**src/rtl/traffic_pkg.sv**
```systemverilog
// Shared phase codes, lamp encodings, fault codes and state enum for the
// traffic-light sequence generator and its downstream phase monitor.
package traffic_pkg;
    localparam logic [1:0] PH_MG_SR = 2'b00;
    localparam logic [1:0] PH_MY_SR = 2'b01;
    localparam logic [1:0] PH_MR_SG = 2'b10;
    localparam logic [1:0] PH_MR_SY = 2'b11;

    localparam logic [2:0] LAMP_R   = 3'b100;
    localparam logic [2:0] LAMP_Y   = 3'b010;
    localparam logic [2:0] LAMP_G   = 3'b001;
    localparam logic [2:0] LAMP_OFF = 3'b000;

    typedef enum logic [1:0] {
        FC_NONE    = 2'b00,
        FC_ILLEGAL = 2'b01,
        FC_DWELL   = 2'b10
    } fault_code_e;

    typedef enum logic [1:0] {
        INIT  = 2'b00,
        RUN   = 2'b01,
        FAULT = 2'b10
    } state_e;

    // The only legal successor in the cyclic phase order.
    function automatic logic [1:0] next_phase(input logic [1:0] p);
        return p + 2'd1;
    endfunction
endpackage

```
**src/rtl/flash_timer.sv**
```systemverilog
// Half-period divider for the fault flash: toggle output starts ON after a
// clear and inverts every FLASH_HALF cycles while running.
module flash_timer #(
    parameter int unsigned FLASH_HALF = 50
) (
    input  logic clk,
    input  logic reset,
    input  logic clr_i,
    output logic toggle_o
);
    logic [31:0] cnt_q;
    logic        tog_q;

    always_ff @(posedge clk or posedge reset) begin
        if (reset) begin
            cnt_q <= '0;
            tog_q <= 1'b1;
        end else if (clr_i) begin
            cnt_q <= '0;
            tog_q <= 1'b1;
        end else if (cnt_q == FLASH_HALF - 32'd1) begin
            cnt_q <= '0;
            tog_q <= ~tog_q;
        end else begin
            cnt_q <= cnt_q + 32'd1;
        end
    end

    assign toggle_o = tog_q;
endmodule

```
**src/rtl/traffic_phase_monitor.sv**
```systemverilog
// Checks the generator's phase stream for cyclic order and minimum dwell,
// drives the lamps, and latches a flashing-yellow fault on any violation.
module traffic_phase_monitor
    import traffic_pkg::*;
#(
    parameter int unsigned MIN_DWELL  = 20,
    parameter int unsigned FLASH_HALF = 50
) (
    input  logic        clk,
    input  logic        reset,
    input  logic [1:0]  phase_in,
    input  logic        fault_clr,
    output logic [2:0]  main_lamp,
    output logic [2:0]  side_lamp,
    output logic        fault,
    output logic [1:0]  fault_code,
    output logic [31:0] phase_cycles
);
    state_e      state_q, state_d;
    fault_code_e code_q, code_d;
    logic [1:0]  phase_q, prev_q, prev_d;
    logic [31:0] cycles_q, cycles_d;
    logic        armed_q, armed_d;
    logic        flash_on;

    always_ff @(posedge clk or posedge reset) begin
        if (reset) begin
            state_q  <= INIT;
            code_q   <= FC_NONE;
            phase_q  <= PH_MG_SR;
            prev_q   <= PH_MG_SR;
            cycles_q <= '0;
            armed_q  <= 1'b0;
        end else begin
            state_q  <= state_d;
            code_q   <= code_d;
            phase_q  <= phase_in;
            prev_q   <= prev_d;
            cycles_q <= cycles_d;
            armed_q  <= armed_d;
        end
    end

    always_comb begin
        state_d  = state_q;
        code_d   = code_q;
        prev_d   = prev_q;
        cycles_d = cycles_q;
        armed_d  = armed_q;
        case (state_q)
            INIT: begin
                // First phase after INIT is taken on trust; its dwell is unknown.
                prev_d   = phase_q;
                cycles_d = 32'd1;
                armed_d  = 1'b0;
                code_d   = FC_NONE;
                state_d  = RUN;
            end
            RUN: begin
                if (phase_q == prev_q) begin
                    if (cycles_q != '1) cycles_d = cycles_q + 32'd1;
                end else if (phase_q != next_phase(prev_q)) begin
                    state_d = FAULT;
                    code_d  = FC_ILLEGAL;
                end else if (armed_q && (cycles_q < MIN_DWELL)) begin
                    state_d = FAULT;
                    code_d  = FC_DWELL;
                end else begin
                    prev_d   = phase_q;
                    cycles_d = 32'd1;
                    armed_d  = 1'b1;
                end
            end
            FAULT: begin
                if (fault_clr) begin
                    state_d  = INIT;
                    code_d   = FC_NONE;
                    cycles_d = '0;
                end
            end
            default: state_d = INIT;
        endcase
    end

    flash_timer #(.FLASH_HALF(FLASH_HALF)) u_flash (
        .clk      (clk),
        .reset    (reset),
        .clr_i    (state_q != FAULT),
        .toggle_o (flash_on)
    );

    always_comb begin
        main_lamp = LAMP_R;
        side_lamp = LAMP_R;
        case (state_q)
            RUN: begin
                case (prev_q)
                    PH_MG_SR: begin main_lamp = LAMP_G; side_lamp = LAMP_R; end
                    PH_MY_SR: begin main_lamp = LAMP_Y; side_lamp = LAMP_R; end
                    PH_MR_SG: begin main_lamp = LAMP_R; side_lamp = LAMP_G; end
                    default:  begin main_lamp = LAMP_R; side_lamp = LAMP_Y; end
                endcase
            end
            FAULT: begin
                main_lamp = flash_on ? LAMP_Y : LAMP_OFF;
                side_lamp = flash_on ? LAMP_Y : LAMP_OFF;
            end
            default: ;
        endcase
    end

    assign fault        = (state_q == FAULT);
    assign fault_code   = code_q;
    assign phase_cycles = cycles_q;
endmodule

```
**config.mk**
```make
export PLATFORM = sky130hd
export DESIGN_NAME = traffic_phase_monitor
export DESIGN_NICKNAME = d
export VERILOG_FILES = /design/src/rtl/traffic_pkg.sv /design/src/rtl/flash_timer.sv /design/src/rtl/traffic_phase_monitor.sv
export SDC_FILE = /design/constraint.sdc
export NUM_CORES = 1
export LEC_CHECK = 0
export CAP_MARGIN = 20
export CORE_AREA = 3 3 87 122
export CTS_CLUSTER_DIAMETER = 150
export DETAILED_ROUTE_END_ITERATION = 12
export DIE_AREA = 0 0 90 125
export DONT_BUFFER_PORTS = 1
export GPL_TIMING_DRIVEN = 0
export PLACE_DENSITY_LB_ADDON = 0.15
export SLEW_MARGIN = 20
export SYNTH_ARGS = -nofsm -noshare
export SYNTH_HDL_FRONTEND = slang
export SYNTH_SLANG_ARGS = --single-unit
```
**constraint.sdc**
```tcl
create_clock -name clk -period 4.4 [get_ports clk]
set_clock_uncertainty 0.05 [all_clocks]
set_input_delay 0.44 -clock clk [delete_from_list [all_inputs] [get_ports clk]]
set_output_delay 0.44 -clock clk [all_outputs]
set_load 0.1 [all_outputs]
```
# Word-level counts from Yosys, hierarchy flattened
# Cells that the tools add are included.
[totals] reg_bits=74 output_inout_bits=41 wordCells=72
[op_classes] add_sub_neg=3 magnitude_cmp=1 eq_ne=17 n_mux=31 n_bitwise=1 n_reduce_logical=11
[ops] cell="32-bit 2-to-1 mux" count=7
[ops] cell="32-bit one-hot mux with 3 select lines" count=1
[ops] cell="32-bit by 1-bit adder with 32-bit output, second input constant" count=2
[ops] cell="32-bit by 6-bit == test with 1-bit output, second input constant" count=1
[ops] cell="32-bit by 5-bit less-than comparator with 1-bit output, second input constant" count=1
[ops] cell="32-bit inequality test, second input constant" count=1
[ops] cell="3-bit one-hot mux with 2 select lines" count=4
[ops] cell="2-bit 2-to-1 mux" count=10
[ops] cell="3-bit inequality test, second input constant" count=4
[ops] cell="2-bit one-hot mux with 3 select lines" count=2
[ops] cell="2-bit inequality test, second input constant" count=5
[ops] cell="4-bit AND reduction" count=2
[ops] cell="1-bit 2-to-1 mux" count=5
[ops] cell="5-bit AND reduction" count=1
[ops] cell="2-bit by 1-bit == test with 1-bit output, second input constant" count=2
[ops] cell="2-bit == test, second input constant" count=2
[ops] cell="2-bit zero test" count=2
[ops] cell="2-bit one-hot mux with 2 select lines" count=1
[ops] cell="2-bit nonzero test" count=2
[ops] cell="3-bit AND reduction" count=1
[ops] cell="3-bit nonzero test" count=1
[ops] cell="2-bit by 1-bit adder with 2-bit output, second input constant" count=1
[ops] cell="2-bit == test" count=1
[ops] cell="2-bit inequality test" count=1
[ops] cell="4 further kinds" count=4

# Logic depth before layout (Yosys ltp)
# Gate-level depths: netlist of run 1.
[logic_depth] depth_word=6 ltp_mapped=8

# Hierarchy
# A second synthesis of run 1 with hierarchy kept.
[unflattened] hier_cells=495 hier_area_um2=4435.5
[modules_own_cells] mod="traffic_phase_monitor" instances=1 cells_per_inst=301 area_each_um2=2661.3 seq_area_each_um2=1026.0
[modules_own_cells] mod="flash_timer" instances=1 cells_per_inst=194 area_each_um2=1774.2 seq_area_each_um2=827.0

# Worst setup path after synthesis of run 1
# OpenSTA, ideal clock, no wires.
[synth_timing] path_type="register to output" startpoint="register state_q[0]" endpoint="output main_lamp[1]" arrival_time_ns=3.685 setup_slack_ns=0.225 path_stages_with_launch=5 n_path_buf=0 path_cell_list="dfrtp_1 > inv_1 > ha_1 > nand2_1 > a21boi_0"
[synth_via] elab_chain_cells=2 word_cells_on_any_way=3 cone_classes="2 x eq/ne; 1 x mux"
[synth_rtl] element="from (decl)" line_no="traffic_phase_monitor.sv:19" text="state_e state_q, state_d;"
[synth_rtl] element="from (signal assigned)" line_no="traffic_phase_monitor.sv:35" text="state_q <= state_d;"
[synth_rtl] element="2-bit == test"
[synth_rtl] element="named net fault" line_no="traffic_phase_monitor.sv:15" text="output logic fault,"
[synth_rtl] element="3-bit one-hot mux with 2 select lines" line_no="traffic_phase_monitor.sv:95" text="case (state_q)"
[synth_rtl] element="to (decl)" line_no="traffic_phase_monitor.sv:13" text="output logic [2:0] main_lamp,"
# The timed path passes the listed nets, and every way through them passes these cells.

# Worst setup path after layout of run 1
[layout_timing] startpoint="register cycles_q[0] (netlist: phase_cycles[0])" endpoint="register cycles_q[21] (netlist: phase_cycles[21])"
[layout_via] elab_chain_cells=4 word_cells_on_any_way=10 cone_classes="1 x add/sub; 1 x order compare; 3 x eq/ne; 3 x mux; 2 x reduce/logical"
[layout_rtl] element="from (decl)" line_no="traffic_phase_monitor.sv:22" text="logic [31:0] cycles_q, cycles_d;"
[layout_rtl] element="from (signal assigned)" line_no="traffic_phase_monitor.sv:39" text="cycles_q <= cycles_d;"
[layout_rtl] element="32-bit by 1-bit adder with 32-bit output or 32-bit by 5-bit less-than comparator with 1-bit output (tied branches)" line_no="traffic_phase_monitor.sv:61, traffic_phase_monitor.sv:65"
[layout_rtl] element="32-bit 2-to-1 mux or 1-bit logical AND (tied branches)" line_no="traffic_phase_monitor.sv:61, traffic_phase_monitor.sv:65"
[layout_rtl] element="32-bit 2-to-1 mux or 3-bit inequality test (tied branches)"
[layout_rtl] element="32-bit one-hot mux with 3 select lines or 5-bit AND reduction (tied branches)"
# Parallel ways exist; a longest one is shown, timed or not. The select of a mux whose other input is x is not followed.
# A chain may end at the register's enable or synchronous reset.

==> out/results.md, run 1 <==
- **Max VDD drop** 245.6 uV
- **power density over cell area** 554.0 nW/um^2
- **count of cell types in the netlist** 52
- **GRT Resource Usage Total** 0.1965
- **worst-margin pin slew** 1178 ps
- **multi-input combinational cell area** 2212 um^2
- **RSZ-0062 raised after global routing** false
- **total via count in the routed design** 3579
- **Sw Ratio** 0.3914
- **register area** 1853 um^2
- **post-layout net count** 501
- **GRT overflow** 0
- **achievable frequency** 276.2 MHz
- **Max-cap violations** 0
- **Via density** 5.754
- **data required time at the worst endpoint** 4600 ps
- **pin count of the biggest net entering global routing** 52
- **post-route clock period utilization** 0.8230
- **most instantiated cells after synthesis** dfrtp_1, nor2_1, inv_1
- **die width** 90 um
- **final weighted congestion of routability-driven global placement** 0.8379
- **launching element type of the critical path** flip-flop
- **number of setup violations in the final report** 0
- **cts repair resizes** 0
- **Die Y-Extent** 125 um
- **layout overhead on the synthesized area** 15.05%
- **sequential power share** 0.318
- **post-synthesis async set-or-reset flop share** 1.000
- **combined area of all synthesized cells** 4265 um^2
- **cell at the root of the clock tree** clkbuf_16
- **detailed-route DRC error count** 0
- **site row count** 42
- **vias in the first global route** 3593
- **tightest hold margin** 80.71 ps
- **warning count from the yosys run** 0
- **Filler Cell Count** 892
- **number of I/O port buffers** 0
- **1st-pass router iterations** 4
- **final core occ** 0.5131
- **number of enable flip-flop cells after synthesis** 0
- **Crit. End Element** flip-flop
- **Synthesized Nets** 488
- **final routed wire length divided by cell count** 17.24 um
- **Routed Antenna Nets** 0
- **synthesized instance count** 472
- **first-pass GRT wire length** 17970 um
- **number of antenna violations at the first check in global routing** 0
- **part of the power in combinational logic** 0.307
- **type of the setup path with the least slack** flip-flop to flip-flop
- **Net Switching** 0.001064 W
- **First DRT Iteration DRCs** 122
- **top-area cell type share of the netlist area** 0.4283
- **type of the tightest min-delay check** primary input to flip-flop
- **biggest area contributors in the synthesized netlist** dfrtp_1, xnor2_1, nor2_1
- **summed negative setup slack over all endpoints** 0 ps
- **share of layout cells above drive strength 1** 0.08776
- **number of placed I/O pins** 46
- **status** finished, final reports clean
- **most frequently used cell type in the post-synthesis netlist** dfrtp_1
- **CTS tree** built
- **part of the power in the clock network** 0.375
- **fin. max-slew vios** 0
- **Worst slew margin** 0.2098
- **clock slew seen by the registers of the worst setup and hold paths** 60 ps
- **level count of the clock H-tree** 3
- **dominant synthesized flop cell** dfrtp_1
- **largest area contributor in the netlist** dfrtp_1
- **count of clock tree sinks** 74
- **leakage power figure** 1.826 nW
- **total design power** 0.002719 W
- **Internal Pwr Total** 0.001655 W
- **total clock buffers created by CTS** 9
- **synthesized flop and latch total** 74
- **aggregate routed wire length** 10730 um
- **hold violation total from the final report** 0
- **Antenna Diode Count** 0
- **proportion of synthesized chip area in sequential cells** 0.4344
- **clock buffer depth** 2
- **worst endpoint data arrival time** 3820 ps
- **source-to-sink clock delay at the later pin of the worst-skew pair** 340 ps
- **shortest period the worst path allows** 3621 ps
- **starting density of the core** 0.4460
- **CP max FO** 10
- **R2R setup slack** 780 ps
- **Core Area** 9564 um^2
- **overall die area** 11250 um^2
- **synthesized area per cell** 9.037 um^2
- **hpwl dp** 7763 um
## placed cells by master (no fill, tap or decap), types with 3 or more instances in the layout
master      n
inv_1      42
nand2_1    33
and3_1      6
or3_1       9
nand4_1    18
ha_1       10
nor3_1     14
clkbuf_16   9
a31oi_1    13
or4_1       8
bufinv_16   6
o22ai_1     9
mux2_2      3
nor2_1     54
nor4_2      3
buf_2       7
nand3_1    27
and2_1      3
o21ai_0     9
o21ai_1     5
o221ai_1    3
o211ai_1   10
clkbuf_1    6
xor2_1      9
xnor2_1    25
mux2i_1     8
nand2b_1    3
dfrtp_1    73
nor4_1     22
and4_1      5
## path summary, 6_finish.rpt
path,to,start,cells after the start
setup / recovery,phase_cycles[21]$_DFFE_PP0P_,phase_cycles[0]$_DFFE_PP0P_,8
hold / removal,phase_q[1]$_DFF_PP0_,phase_in[1],0
setup reg to reg,phase_cycles[21]$_DFFE_PP0P_,phase_cycles[0]$_DFFE_PP0P_,8
hold reg to reg,u_flash.cnt_q[0]$_DFF_PP0_,u_flash.cnt_q[0]$_DFF_PP0_,1
max in group asynchronous,u_flash.toggle_o$_DFFE_PP1P_,reset,3
min in group asynchronous,phase_cycles[15]$_DFFE_PP0P_,reset,2
## what timing repair did
action,4_1_cts,5_1_grt
hold endpoints to repair,23,0
hold buffers,1,0
buffers inserted,0,0
setup endpoints to repair,0,0
## sequential cells by signal, summed over array words and instances (netlist names)
register and count:
u_flash.cnt_q 32, state_q 2, prev_q 2, fault_code 2
u_flash.toggle_o 1, armed_q 1, phase_cycles 32, phase_q 2
## metrics by stage
| step | instance area, um^2 | std cells | worst slack [ps] |
|---|---|---|---|
| detailed placement | 4483 | 605 | 786.6 |
| CTS | 4907 | 622 | 773.6 |
| floorplan | 4265 | 472 | 225.0 |
| finish | 4907 | 622 | 779.0 |
| global placement | 4431 | 604 | 31.30 |
| global route | 4907 | 622 | 648.4 |
## cell type report
cell class	count	share of cell area
flip-flops and latches	74	0.3776
clock buffers	9	0.04589
plain buffers	14	0.01249
clock inverters	7	0.03850
inverters	43	0.03340
well taps	132	0.03366
multi-input cells	341	0.4508
repair buffers	2	0.007649
## metal layers
| metal | share of wire | GRT usage | routed length [um] | up-vias |
|---|---|---|---|---|
| met3 | 0.041 | 0.04868 | 435 | 15 |
| met1 | 0.40 | 0.2221 | 4318 | 1744 |
| met5 | 0 | 0 | 0 | - |
| met2 | 0.54 | 0.3543 | 5798 | 85 |
| met4 | 0.016 | 0.07574 | 173 | 0 |
| li1 | - | - | - | 1735 |
## power by group through the flow
stage	Combinational, W	Sequential, W	Clock, W
floorplan	0.000663	0.000864	0
global placement	0.000812	0.000876	0
detailed placement	0.000841	0.000878	0
CTS	0.000844	0.000865	0.00104
global route	0.000911	0.000872	0.00107
finish	0.000835	0.000864	0.00102
## worst max-delay path, cell delays in order, from the launching register on
cell,delay (ps)
dfrtp_1,1020
ha_1,340
nand3_2,200
or4_1,580
buf_2,190
nor4_4,520
a311oi_2,140
buf_2,250
a31oi_1,220
## logic make-up after synthesis
logic type      count (synthesis)  share of synthesized area
flops                          74                     0.4344
fa+ha+maj                      11                    0.03227
simple gates                  216                     0.2705
xor+xnor                       34                    0.06982
compound gates                 69                     0.1141
mux                            11                    0.02669
buf+inv                        57                    0.05221
(Power assumes the default switching activity.)
==> run 2, diff against run 1 <==
Clock period 4.4 ns to 3.36 ns, I/O delays scaled along.
==> out/results.md, run 2 (synthesis results as in run 1) <==
- **status** finished, final reports clean
- **Design Area, Final** 4952 um^2
- **level count of the clock H-tree** 3
- **Max-cap violations** 0
- **type of the tightest min-delay check** primary input to flip-flop
- **highest-delay cell along the critical path** dfrtp_2
- **CP max FO** 10
- **power density over cell area** 719.7 nW/um^2
- **final weighted congestion of routability-driven global placement** 0.8379
- **cell at the root of the clock tree** clkbuf_16
- **placed instance area** 4483 um^2
- **Buf/Inv on CP** 2
- **Max VDD drop** 321.8 uV
- **detailed-route DRC error count** 0
- **critical path's largest stage delay** 710 ps
- **data required time at the worst endpoint** 3550 ps
- **clock slew seen by the registers of the worst setup and hold paths** 60 ps
- **GRT Resource Usage Total** 0.1968
- **GRT overflow** 0
- **layout overhead on the synthesized area** 16.10%
- **hold violation total from the final report** 0
- **total via count in the routed design** 3576
- **DR WL met2** 5768 um
- **Filler Cell Count** 886
- **shortest period the worst path allows** 3247 ps
- **most repeated library cell on the critical path** buf_2
- **leakage power figure** 1.806 nW
- **number of placed I/O pins** 46
- **fin. max-slew vios** 0
- **final core occ** 0.5178
- **post-layout net count** 503
- **worst endpoint data arrival time** 3440 ps
- **launching element type of the critical path** flip-flop
- **post-route clock period utilization** 0.9665
- **most frequent cells in the layout** dfrtp_1, nor2_1, inv_1
- **source-to-sink clock delay at the later pin of the worst-skew pair** 340 ps
- **Antenna Diode Count** 0
- **total clock buffers created by CTS** 9
- **Core Area** 9564 um^2
- **site row count** 42
- **number of antenna violations at the first check in global routing** 0
- **number of setup violations in the final report** 0
- **clock buffer depth** 2
- **overall die area** 11250 um^2
- **starting density of the core** 0.4460
- **First DRT Iteration DRCs** 127
- **number of I/O port buffers** 0
- **final routed wire length divided by cell count** 17.21 um
- **1st-pass router iterations** 4
- **tightest hold margin** 154.5 ps
- **Via density** 5.731
- **CTS tree** built
- **pin count of the biggest net entering global routing** 52
- **delay-heaviest family, CP** simple AND/OR/NAND/NOR gates
- **die width** 90 um
- **Post-CTS Repair Setup Buffers** 0
- **wire length the detailed router placed on met1** 4334 um
- **first-pass GRT wire length** 18000 um
- **share of layout cells above drive strength 1** 0.1240
- **Die Y-Extent** 125 um
- **Critical Path, Cell by Cell** ha_1, nand3_2, or4_1, buf_2, nor4_4, a311oi_2, buf_2, o221ai_1
- **achievable frequency** 307.9 MHz
- **worst-margin pin slew** 1178 ps
- **met3 wirelength from detailed routing** 450 um
- **type of the setup path with the least slack** flip-flop to flip-flop
- **count of clock tree sinks** 74
- **topmost layer with routed signal wires** met4
- **vias in the first global route** 3602
- **aggregate routed wire length** 10740 um
- **Crit. End Element** flip-flop
- **Worst slew margin** 0.2098
- **hpwl dp** 7763 um
- **most common cell after layout, fill and taps aside** dfrtp_1
- **Routed Antenna Nets** 0
## run 2: cell types whose count changed in the layout (fill, tap and decap cells not counted), sizes merged
cell	previous run	this run
dlygate4sd3	1	3
## run 2: where the power goes
| group | switching [W] | internal [W] | leakage [nW] |
|---|---|---|---|
| Combinational | 0.000822 | 0.000274 | 0.623 |
| Clock | 0.000382 | 0.000952 | 0.200 |
| Sequential | 0.000190 | 0.000945 | 0.983 |
| Total | 0.00139 | 0.00217 | 1.81 |
## run 2: worst paths after layout
check	from	to	slack (ps)	cells after the start
setup / recovery	phase_cycles[1]$_DFFE_PP0P_	phase_cycles[11]$_DFFE_PP0P_	110	8
hold / removal	fault_clr	state_q[1]$_DFFE_PP0P_	150	2
setup reg to reg	phase_cycles[1]$_DFFE_PP0P_	phase_cycles[11]$_DFFE_PP0P_	110	8
hold reg to reg	u_flash.cnt_q[0]$_DFF_PP0_	u_flash.cnt_q[0]$_DFF_PP0_	470	1
max in group asynchronous	reset	u_flash.toggle_o$_DFFE_PP1P_	2250	3
min in group asynchronous	reset	phase_cycles[27]$_DFFE_PP0P_	400	2
## run 2: through the flow
step,setup slack [ps],setup TNS [ps],total power [W],cells
6_report,112.6,0,0.003564,624
5_1_grt,-18.39,-18.39,0.003736,624
4_1_cts,0.1592,0,0.003599,624
3_5_place_dp,-253.4,-5948,0.002251,605
3_3_place_gp,-904.7,-6056,0.002211,604
2_1_floorplan,-711.0,-1422,0.002000,472
## run 2: cell type report
type,instances,area (um^2),share of cell area
Multi-Input combinational cell,341,2212,0.4467
Sequential cell,74,1878,0.3792
Clock buffer,9,225.2,0.04548
Clock inverter,7,188.9,0.03815
Tap cell,132,165.2,0.03335
Inverter,43,163.9,0.03310
Buffer,14,61.31,0.01238
Timing Repair Buffer,4,57.56,0.01162
## run 2: metal layers
metal / global-route usage / up-vias
li1: - / 1740
met1: 0.2217 / 1758
met2: 0.3552 / 65
met3: 0.04928 / 13
met4: 0.07574 / 0
met5: 0 / -
## run 2: repair_timing
item                                    CTS  global route
hold buffers                              3             0
hold endpoints to repair                 25             0
gates resized for setup                  12             7
endpoints found under the setup margin   31            30
